<file path="src/rtl/audio_sample_scheduler.sv">
// Audio sample scheduler: primes a sample FIFO from the bus side, then
// paces refill fetches by credits earned from I2S sender sample requests.
module audio_sample_scheduler #(
  parameter int unsigned FIFO_DEPTH  = 8,
  parameter int unsigned PRIME_LEVEL = 4
) (
  input  logic        in_clk,
  input  logic        reset,
  input  logic        start,
  input  logic        stop,
  output logic        fetch_req,
  input  logic        fetch_ack,
  input  logic [31:0] fetch_data,
  input  logic        req_tick,
  input  logic        req_mode,
  output logic        audio_start_out,
  output logic        out_valid,
  output logic [31:0] out_data,
  output logic        busy,
  output logic [4:0]  fifo_level,
  output logic [7:0]  underrun_count
);

  localparam int unsigned AW       = $clog2(FIFO_DEPTH);
  localparam logic [4:0]  DepthLvl = 5'(FIFO_DEPTH);
  localparam logic [4:0]  PrimeLvl = 5'(PRIME_LEVEL);

  typedef enum logic [1:0] {StIdle, StPrime, StRun, StDrain} state_e;

  state_e          state_q, state_d;
  logic [31:0]     mem_q [FIFO_DEPTH];
  logic [AW-1:0]   wr_ptr_q, wr_ptr_d;
  logic [AW-1:0]   rd_ptr_q, rd_ptr_d;
  logic [4:0]      level_q, level_d;
  logic [4:0]      credits_q, credits_d;
  logic            outst_q, outst_d;
  logic            start_out_q, start_out_d;
  logic            out_valid_q, out_valid_d;
  logic [31:0]     out_data_q, out_data_d;
  logic [7:0]      underrun_q, underrun_d;

  logic            push, pop, bypass, underrun, issue, stop_now, pop_req, wr_en;
  logic [5:0]      credit_add, credit_sum;

  // Next-state, FIFO bookkeeping, fetch issue and sender-side output
  always_comb begin
    state_d     = state_q;
    wr_ptr_d    = wr_ptr_q;
    rd_ptr_d    = rd_ptr_q;
    level_d     = level_q;
    credits_d   = '0;
    outst_d     = outst_q;
    start_out_d = 1'b0;
    out_valid_d = 1'b0;
    out_data_d  = '0;
    underrun_d  = underrun_q;
    credit_add  = '0;
    credit_sum  = '0;
    issue       = 1'b0;

    // An ack only counts when a fetch is actually in flight.
    push     = fetch_ack && outst_q;
    stop_now = stop && (state_q == StPrime || state_q == StRun);
    pop_req  = req_tick && (state_q == StRun || state_q == StDrain);
    pop      = pop_req && (level_q != 5'd0);
    // Empty FIFO with a sample arriving this cycle: hand it straight through.
    bypass   = pop_req && (level_q == 5'd0) && push;
    underrun = req_tick && (state_q == StRun) && (level_q == 5'd0) && !push;
    wr_en    = push && !bypass;

    // Single outstanding fetch; never re-issue in the ack cycle so the
    // request visibly drops for a cycle after every ack.
    if (!outst_q && !stop_now) begin
      if (state_q == StPrime) begin
        issue = level_q < PrimeLvl;
      end else if (state_q == StRun) begin
        issue = (credits_q != 5'd0) && (level_q < DepthLvl);
      end
    end

    if (issue) begin
      outst_d = 1'b1;
    end else if (push) begin
      outst_d = 1'b0;
    end

    if (wr_en) begin
      wr_ptr_d = wr_ptr_q + AW'(1);
    end
    if (pop) begin
      rd_ptr_d = rd_ptr_q + AW'(1);
    end
    level_d = level_q + {4'b0, wr_en} - {4'b0, pop};

    if (pop) begin
      out_valid_d = 1'b1;
      out_data_d  = mem_q[rd_ptr_q];
    end else if (bypass) begin
      out_valid_d = 1'b1;
      out_data_d  = fetch_data;
    end else if (underrun) begin
      out_valid_d = 1'b1;
      if (underrun_q != 8'hFF) begin
        underrun_d = underrun_q + 8'd1;
      end
    end

    // Credits only accumulate while running; anything else clears them.
    if (state_q == StRun && !stop_now) begin
      credit_add = req_tick ? (req_mode ? 6'd2 : 6'd1) : 6'd0;
      credit_sum = {1'b0, credits_q} - {5'b0, issue} + credit_add;
      credits_d  = (credit_sum > {1'b0, DepthLvl}) ? DepthLvl : credit_sum[4:0];
    end

    case (state_q)
      StIdle: begin
        if (start) begin
          state_d    = StPrime;
          wr_ptr_d   = '0;
          rd_ptr_d   = '0;
          level_d    = '0;
          underrun_d = '0;
        end
      end
      StPrime: begin
        if (stop_now) begin
          state_d = StDrain;
        end else if (level_q >= PrimeLvl) begin
          state_d     = StRun;
          start_out_d = 1'b1;
        end
      end
      StRun: begin
        if (stop_now) begin
          state_d = StDrain;
        end
      end
      StDrain: begin
        if (level_q == 5'd0 && !outst_q) begin
          state_d = StIdle;
        end
      end
      default: state_d = StIdle;
    endcase
  end

  // Control and output registers with synchronous reset
  always_ff @(posedge in_clk) begin
    if (reset) begin
      state_q     <= StIdle;
      wr_ptr_q    <= '0;
      rd_ptr_q    <= '0;
      level_q     <= '0;
      credits_q   <= '0;
      outst_q     <= 1'b0;
      start_out_q <= 1'b0;
      out_valid_q <= 1'b0;
      out_data_q  <= '0;
      underrun_q  <= '0;
    end else begin
      state_q     <= state_d;
      wr_ptr_q    <= wr_ptr_d;
      rd_ptr_q    <= rd_ptr_d;
      level_q     <= level_d;
      credits_q   <= credits_d;
      outst_q     <= outst_d;
      start_out_q <= start_out_d;
      out_valid_q <= out_valid_d;
      out_data_q  <= out_data_d;
      underrun_q  <= underrun_d;
    end
  end

  // Sample storage; contents are don't-care while pointers are reset
  always_ff @(posedge in_clk) begin
    if (wr_en) begin
      mem_q[wr_ptr_q] <= fetch_data;
    end
  end

  assign fetch_req       = outst_q;
  assign audio_start_out = start_out_q;
  assign out_valid       = out_valid_q;
  assign out_data        = out_data_q;
  assign busy            = (state_q != StIdle);
  assign fifo_level      = level_q;
  assign underrun_count  = underrun_q;

endmodule

</file>
<file path="config.mk">
export PLATFORM = sky130hd
export DESIGN_NAME = audio_sample_scheduler
export DESIGN_NICKNAME = d
export VERILOG_FILES = /design/src/rtl/audio_sample_scheduler.sv
export SDC_FILE = /design/constraint.sdc
export NUM_CORES = 1
export LEC_CHECK = 0
export CAP_MARGIN = 30
export CORE_MARGIN = 2
export CORE_UTILIZATION = 40
export DETAILED_ROUTE_END_ITERATION = 6
export PLACE_DENSITY = 0.67
export SKIP_CTS_REPAIR_TIMING = 1
export SLEW_MARGIN = 20
export SYNTH_ARGS = -nofsm -noshare
export SYNTH_HDL_FRONTEND = slang
export SYNTH_SLANG_ARGS = --single-unit
</file>
<file path="constraint.sdc">
create_clock -name in_clk -period 11.26 [get_ports in_clk]
set_input_delay 2.252 -clock in_clk [delete_from_list [all_inputs] [get_ports in_clk]]
set_output_delay 2.252 -clock in_clk [all_outputs]
set_load 0.01 [all_outputs]
</file>
==> out/results.ini, run 1 <==
[pwr]
switching_share_pct=22.7
clock_power_share_pct=38.4
combinationalPowerShare_pct=10.6
peakVddDrop_mv=0.124
leakagePower_nw=4.64
power_density_mw_per_mm2=174
power.internal_mw=2.00
seqPwrFrac_pct=51.0
p_sw_uw=587

[critical_path]
r2r_slack_ns=7.49
worstPathMaxFanout=4
cp-end-kind=flop
crit_path_start_kind=primary input
crit_type=primary input to flop
path_cells=clkdlybuf4s50_1 > nand2_1 > and4b_1 > ha_1 > inv_1 > ha_1 > inv_1 > fa_1 > nand2b_1 > a2bb2oi_1 > or4b_1 > and3_4 > o211a_1
reg2reg_to=credits_q[3]
regToRegStartpoint=credits_q[2]
worstRegToRegCells=16
worstSetupStartpoint=stop
slowest_stage=clkdlybuf4s50_1
arrival_ns=5.33
cpPeakStageDelay_ns=0.52
required_ns=11.71

[job]
maxCapViolCount=0

[cts]
htreeDepth=1
clk_path_buf_depth=3
cts_made_buffers=31
clkLatencyLatePin_ns=0.57
cts_sinks=317
clk_pin_slew_ns=0.06
cts_tree=built
root_buffer=clkbuf_16

[worst_hold_path]
min_from=underrun_count[6]
hold_end=underrun_count[6]
hp-class=flop to flop
hold_depth=1

[synthesis]
syn_inst=686
synth_adder_area_share_pct=2.66
synth_simple_gate_area_share_pct=4.80
syn_area_mm2=0.0123
synthTopCellsByArea=edfxtp_1 (62%), mux4_2 (12%), dfxtp_1 (9.9%)
yosysUniqueCellTypes=49
yosysWarnings=0
synth_flop_cell=edfxtp_1
synth_edf_count=256
yosys-mux-area-fraction_pct=14.5
synth_top_family_by_area=multiplexers
synthXorXnorAreaFrac_pct=1.07
synthArstFlopShare_pct=0
ys_seq_area_share_pct=72.3
synth_seq_cells=317
synth_top_area_share_pct=62.4
synth_most_common_cell=edfxtp_1
synthesis.nets=750
synthTopCellsByCount=edfxtp_1 (256), mux4_2 (64), dfxtp_1 (61)
synth_area_leader_cell=edfxtp_1
synth_compound_area_share_pct=2.97
synth.avg_cell_area_um2=18.0

[sta]
setup_tns_ns=0
finalMaxSlewViolations=0
holdWs_ns=0.513
skew_ns=0.0155
rsz0062_at_grt=no
max_freq_ghz=0.205
tightestPinTransition_ns=0.811
finalHoldViolations=0
post-route-min-period_ns=4.88
setup_violations=0
slew_headroom_pct=45.9
fin_crit_sh_pct=43.3

[placement]
portBuffers=87
routabilityCongestion=0.800
dp.final_hpwl_um=14100

[cells_and_area]
num-nets-final=859
drive_gt1_share_pct=17.5
antenna_cells=0
fillCellCount=2551
syn2layout_area_growth_pct=20.3

[die]
die_x_um=179
core_area_mm2=0.0304
row_count=64
ioPinCount=88
die_y_um=179
start_util_pct=40.5
die-area_mm2=0.0322

[global_routing]
track_usage_pct=14.5
overflow=0
first_global_vias=6488
grt_max_degree=38
antenna_found_initial=1
grt_pass1_wl_um=36800

[route]
route.met2.wl_um=11100
drtAntennaViolNets=0
routed_wl_um=23400
wl_met1_um=10500
drc=0
routed-wl-met3_um=1220
top_layer_used=met5
drt-wirelength-per-cell_um=19.2
drt_first_iter_violations=415
routed_via_density=5.10
num_vias=6186
drtPass1Iterations=4

[outcome]
status=finished clean

[sequential cells by signal, indices dropped and copies added, names as in the netlist]
| register | count |
|---|---|
| credits_q | 5 |
| wr_ptr_q | 3 |
| fifo_level | 5 |
| fetch_req | 1 |
| mem_q | 256 |
| out_valid | 1 |
| out_data | 32 |
| rd_ptr_q | 3 |
| audio_start_out | 1 |
| state_q | 2 |
| underrun_count | 8 |
[worst max path at each step]
stage / end
global route: credits_q[3]
finish: credits_q[3]
CTS: credits_q[3]
floorplan: mem_q[0][0]
global placement: credits_q[3]
detailed placement: credits_q[3]
[cells by family after synthesis]
group           Yosys count
compound gates           62
xor+xnor                 15
fa+ha+maj                25
buf+inv                  50
flops                   317
mux                      99
other cells               1
simple gates            117
[critical path, delay by kind of cell]
family / cells / cell delay (ns)
and+or+nand+nor: 5 / 1.11
adders and majority gates: 3 / 0.91
AOI/OAI and AO/OA: 2 / 0.42
buffers and inverters: 3 / 0.64
[cells in the final DEF, fill, tap and decap left out, drive strengths merged, types with 24 or more instances in the layout]
master           n
nand2           50
mux4            64
mux2i           35
nor2            27
dfxtp           61
clkbuf          35
edfxtp         256
clkdlybuf4s50   87
inv             24
o21ai           35
[metrics by stage]
stage / util [%] / worst slack, ns / instances / power (mW) / area (um^2)
final: 48.7 / 6.38 / 1214 / 2.59 / 14800
after global routing: 48.7 / 6.19 / 1214 / 2.69 / 14800
after CTS: 48.7 / 6.40 / 1214 / 2.62 / 14800
after detailed placement: 45.5 / 5.80 / 1158 / 1.62 / 13800
after global placement: 45.1 / 5.86 / 1154 / 1.62 / 13700
after floorplan: - / 4.86 / 686 / 1.52 / 12300
[per-layer routing]
layer / up-vias / track usage [%]
met5: - / 0
met4: 2 / 4.20
met3: 36 / 2.69
met2: 137 / 24.1
met1: 3116 / 19.6
li1: 2895 / -
[power by group through the flow]
| stage | registers (mW) | logic, mW | clock network, mW |
|---|---|---|---|
| 2_1_floorplan | 1.34 | 0.172 | 0 |
| 3_3_place_gp | 1.34 | 0.272 | 0 |
| 3_5_place_dp | 1.34 | 0.275 | 0 |
| 4_1_cts | 1.32 | 0.277 | 1.02 |
| 5_1_grt | 1.32 | 0.304 | 1.07 |
| 6_report | 1.32 | 0.273 | 0.994 |
[layout make-up]
class                   instances  area, um^2  share of cell area [%]
flip-flops and latches        317        8910                    60.2
well taps                     396         495                    3.34
clock inverters                21         190                    1.28
repair buffers                103        1070                    7.23
inverters                      23        86.3                   0.583
clock buffers                  35         791                    5.34
multi-input cells             319        3270                    22.1
Power figures use the tool's default switching activity.
==> inputs of run 2 (changes only) <==
Clock period 11.26 ns to 4.86 ns, I/O delays scaled along.
==> run 2 against run 1 <==
  * Non-clock buffer count grew 3
  * Cell count grew 0.74%
  * Design area grew 1.1%
  * Clock power grew to 2.7 times the previous value
  * Worst setup slack lost 5.3 ns
  * Count of clock-buffer cells in the layout grew 10
  * Power grew 150%
  * Critical path type is now flop to flop
==> out/results.ini, run 2 (same netlist as run 1, synthesis figures left out) <==
[outcome]
status=finished clean

[sta]
tightestPinTransition_ns=0.714  ; -0.0974 ns
finalHoldViolations=0  ; unchanged
setup_violations=0  ; unchanged
rsz0062_at_grt=no
max_freq_ghz=0.264
finalMaxSlewViolations=0  ; unchanged
post-route-min-period_ns=3.79
fin_crit_sh_pct=78.0
slew_headroom_pct=52.4  ; +6.5 points
setup_tns_ns=0  ; unchanged
skew_ns=0.0212  ; +0.00574 ns

[pwr]
power_density_mw_per_mm2=425  ; +140%
clock_power_share_pct=42.1  ; +3.7 points
seqPwrFrac_pct=48.0  ; -3.0 points
switching_share_pct=22.7  ; -0.023 points
leakagePower_nw=4.73  ; +2.0%
power.internal_mw=4.92  ; +150%
peakVddDrop_mv=0.269  ; +120%
p_sw_mw=1.44  ; +150%
combinationalPowerShare_pct=9.9  ; -0.7 points
power.total_mw=6.36  ; +150%

[worst_hold_path]
hp-class=flop to flop
hold_depth=1  ; unchanged

[global_routing]
grt_max_degree=44  ; +16%
first_global_vias=6532  ; +0.68%
antenna_found_initial=0  ; -1
overflow=0  ; unchanged
track_usage_pct=14.5  ; +0.048 points
grt_pass1_wl_um=36900  ; +0.17%

[die]
core_area_mm2=0.0304  ; unchanged
ioPinCount=88  ; unchanged
die-area_mm2=0.0322  ; unchanged
die_y_um=179  ; unchanged
row_count=64  ; unchanged
die_x_um=179  ; unchanged
start_util_pct=40.5  ; unchanged

[cells_and_area]
syn2layout_area_growth_pct=21.6
layout_commonest_cell=edfxtp_1
num-nets-final=865  ; +0.70%
fin_cells=1223  ; +0.74%
mostFrequentLayoutCells=edfxtp_1 (256), clkdlybuf4s50_1 (87), mux4_2 (64)
drive_gt1_share_pct=18.6  ; +1.1 points
largest_reg_flops=256  ; unchanged
largest-register=mem_q
antenna_cells=0  ; unchanged

[critical_path]
crit_path_start_kind=flop
crit_type=flop to flop
worstRegToRegCells=16  ; unchanged
arrival_ns=4.19  ; -1.14 ns
worstPathMaxFanout=4  ; unchanged
required_ns=5.26  ; -6.45 ns
cp-end-kind=flop

[route]
route.met2.wl_um=11600  ; +4.3%
routed_wl_um=23400  ; about the same
routed_via_density=5.13  ; +0.58%
wl_met1_um=10500  ; -0.13%
drtPass1Iterations=4  ; unchanged
drt_first_iter_violations=341  ; -18%
num_vias=6268  ; +1.3%
top_layer_used=met4
routed-wl-met3_um=958  ; -21%
drt-wirelength-per-cell_um=19.1  ; -0.65%
drtAntennaViolNets=0  ; unchanged
drc=0  ; unchanged

[cts]
cts_tree=built
clk_pin_slew_ns=0.06  ; about the same
root_buffer=clkbuf_16
cts_sinks=317  ; unchanged
clkLatencyLatePin_ns=0.52  ; -0.05 ns
htreeDepth=2  ; +1
cts_made_buffers=34  ; +9.7%
clk_path_buf_depth=3  ; unchanged

[placement]
routabilityCongestion=0.779  ; -2.7%
place_inst=1160  ; +0.17%
dp.final_hpwl_um=13400  ; -4.8%
portBuffers=87  ; unchanged

[job]
maxCapViolCount=0  ; unchanged

[run 2: power by group through the flow]
stage	registers, mW	clock network, mW	logic (mW)
after floorplan	3.11	0	0.399
after global routing	3.06	2.86	0.698
after global placement	3.12	0	0.618
final	3.06	2.68	0.630
after detailed placement	3.12	0	0.624
after CTS	3.06	2.74	0.629
[run 2: worst paths after layout]
check | startpoint | to | slack, ns
setup reg to reg | credits_q[2] | credits_q[3] | 1.07
hold / removal | underrun_count[6] | underrun_count[6] | 0.50
setup / recovery | credits_q[2] | credits_q[3] | 1.07
hold reg to reg | underrun_count[6] | underrun_count[6] | 0.50
[run 2: final cells by class]
type	instances	area, um^2
clock buffer	45	912
clock inverter	17	264
fill	2506	15500
inverter	23	86.3
multi-input combinational	319	3280
sequential	317	8910
tap	396	495
timing repair buffer	106	1030
[run 2: worst max-delay path: stages, from the launching register on]
cell       delay, ns
dfxtp_1         0.31
inv_1           0.08
ha_1            0.15
inv_1           0.04
o41ai_1         0.47
mux2i_1         0.13
and4b_1         0.24
ha_1            0.29
inv_1           0.06
ha_1            0.16
inv_1           0.06
fa_1            0.44
nand2b_1        0.16
a2bb2oi_1       0.21
or4b_1          0.46
and3_4          0.21
o211a_1         0.22
[run 2: layer usage]
metal  track usage [%]  vias to the layer above
met5                 0                        -
met4              3.74                        0
met3              3.14                       21
met2              24.4                      121
met1              19.4                     3220
li1                  -                     2906
[run 2: per-stage QoR]
stage	hold WS [ns]	util, %	instance area, um^2	worst slack, ns
2_1_floorplan	0.514	-	12300	0.576
3_3_place_gp	0.488	45.3	13800	0.734
3_5_place_dp	0.507	45.3	13800	0.678
4_1_cts	0.516	49.2	15000	1.06
5_1_grt	0.560	49.2	15000	0.910
6_report	0.505	49.2	15000	1.07
==> inputs of run 3 (changes only) <==
Settings changed: PLACE_DENSITY 0.67 to 0.69.
Clock period 4.86 ns to 3.4 ns, I/O delays scaled along.
==> run 3 against run 2 <==
  * Combinational power increased by 63%
  * Power increased by 45%
  * Largest power group unchanged
  * Clock power increased by 42%
  * Hold slack improved by 0.0063 ns
==> out/results.ini, run 3 (same netlist as run 1, synthesis figures left out) <==
[cells_and_area]
num-nets-final=884  ; +2.2%
layout_commonest_cell=edfxtp_1
syn2layout_area_growth_pct=23.7
fin_cells=1242  ; +1.6%
mostFrequentLayoutCells=edfxtp_1 (256), clkdlybuf4s50_1 (87), mux4_2 (64)
largest_reg_flops=256  ; unchanged
drive_gt1_share_pct=21.3  ; +2.7 points
utilization_pct=50.1  ; +0.84 points
fillCellCount=2488  ; -0.72%
largest-register=mem_q
antenna_cells=0  ; unchanged

[cts]
root_buffer=clkbuf_16
clkLatencyLatePin_ns=0.52  ; about the same
htreeDepth=2  ; unchanged
cts_made_buffers=35  ; +2.9%
cts_sinks=317  ; unchanged
clk_path_buf_depth=3  ; unchanged
clk_pin_slew_ns=0.06  ; about the same
cts_tree=built

[die]
die-area_mm2=0.0322  ; unchanged
core_area_mm2=0.0304  ; unchanged
die_x_um=179  ; unchanged
die_y_um=179  ; unchanged
ioPinCount=88  ; unchanged
row_count=64  ; unchanged
start_util_pct=40.5  ; unchanged

[placement]
routabilityCongestion=0.782  ; +0.36%
post-place-ws_ns=-0.388  ; -1.07 ns
place_inst=1177  ; +1.5%
dp.final_hpwl_um=13600  ; +1.3%
portBuffers=87  ; unchanged

[pwr]
peakVddDrop_mv=0.309  ; +15%
clock_power_share_pct=41.3  ; -0.8 points
switching_share_pct=22.2  ; -0.46 points
power.internal_mw=7.15  ; +45%
seqPwrFrac_pct=47.5  ; -0.5 points
power.total_mw=9.20  ; +45%
leakagePower_nw=4.84  ; +2.5%
p_sw_mw=2.04  ; +42%
power_density_mw_per_mm2=604  ; +42%
combinationalPowerShare_pct=11.2  ; +1.3 points

[sta]
finalHoldViolations=0  ; unchanged
skew_ns=0.0246  ; +0.00334 ns
post-route-min-period_ns=3.24  ; -0.557 ns
setup_violations=0  ; unchanged
finalMaxSlewViolations=0  ; unchanged
tightestPinTransition_ns=0.708  ; -0.00586 ns
fin_crit_sh_pct=95.2  ; +17 points
max_freq_ghz=0.309  ; +17%
slew_headroom_pct=52.8  ; +0.39 points
worst_slack_ns=0.165  ; -0.903 ns
setup_tns_ns=0  ; unchanged

[route]
num_vias=6321  ; +0.85%
drtPass1Iterations=5  ; +1
drt-wirelength-per-cell_um=19.3  ; +1.1%
routed_via_density=5.09  ; -0.70%
drtAntennaViolNets=0  ; unchanged
drc=0  ; unchanged
drt_first_iter_violations=570  ; +67%
routed_wl_um=24000  ; +2.6%

[critical_path]
required_ns=3.80  ; -1.46 ns
arrival_ns=3.63  ; -0.56 ns
crit_path_frequent_cell=inv_1
cpPeakStageDelay_ns=0.44  ; -0.03 ns
worstPathMaxFanout=5  ; +1
crit_path_start_kind=flop
cp-end-kind=flop
path_cells=inv_1 > ha_1 > nand2_1 > and4b_1 > ha_1 > inv_1 > ha_2 > inv_1 > fa_2 > nand2b_4 > a2bb2oi_4 > or4b_1 > and3_4 > o211a_1
slowest_stage=or4b_1
crit_type=flop to flop

[job]
maxCapViolCount=0  ; unchanged

[global_routing]
grt_max_degree=45  ; +2.3%
overflow=0  ; unchanged
grt_pass1_wl_um=37700  ; +2.4%
antenna_found_initial=1  ; +1
track_usage_pct=15.1  ; +0.51 points
first_global_vias=6754  ; +3.4%

[outcome]
status=finished clean

[worst_hold_path]
hp-class=flop to flop

run 3: power by group through the flow:
stage / Clock (mW) / Combinational (mW) / Sequential [mW]
after global routing: 4.06 / 1.14 / 4.38
after floorplan: 0 / 0.576 / 4.45
after CTS: 3.90 / 0.999 / 4.37
after detailed placement: 0 / 0.991 / 4.45
final: 3.80 / 1.03 / 4.37
after global placement: 0 / 0.972 / 4.45
run 3: area by class of cell:
type / count / area [um^2] / share of cell area (%)
Multi-Input combinational cell: 319 / 3320 / 21.8
Clock inverter: 15 / 220 / 1.45
Sequential cell: 317 / 8920 / 58.5
Clock buffer: 48 / 945 / 6.20
Inverter: 23 / 86.3 / 0.567
Timing Repair Buffer: 124 / 1250 / 8.20
Tap cell: 396 / 495 / 3.25
run 3: stage by stage:
step,area [um^2],hold WS (ns)
final,15200,0.511
after global routing,15200,0.543
after CTS,15200,0.515
after detailed placement,14000,0.508
after global placement,14000,0.489
after floorplan,12300,0.514
run 3: layer usage:
| layer | up-vias | global-route usage, % | wire, um |
|---|---|---|---|
| li1 | 2956 | - | - |
| met1 | 3206 | 19.4 | 10200 |
| met2 | 124 | 25.9 | 12200 |
| met3 | 33 | 3.42 | 1110 |
| met4 | 2 | 3.77 | 386 |
| met5 | - | 0 | 13 |
run 3: path summary, 6_finish.rpt:
| check | startpoint | to | slack (ns) | depth (start not counted) |
|---|---|---|---|---|
| max | state_q[1] | credits_q[3] | 0.16 | 14 |
| min | underrun_count[6] | underrun_count[6] | 0.51 | 1 |
| max reg2reg | state_q[1] | credits_q[3] | 0.16 | 14 |
| min reg2reg | underrun_count[6] | underrun_count[6] | 0.51 | 1 |
run 3: critical path, delay by kind of cell, from the launching register on:
| family | cells | cell delay, ns |
|---|---|---|
| buffers and inverters | 3 | 0.22 |
| adders and majority gates | 4 | 1.09 |
| and+or+nand+nor | 5 | 1.07 |
| AOI/OAI and AO/OA | 2 | 0.34 |
| DFF | 1 | 0.40 |
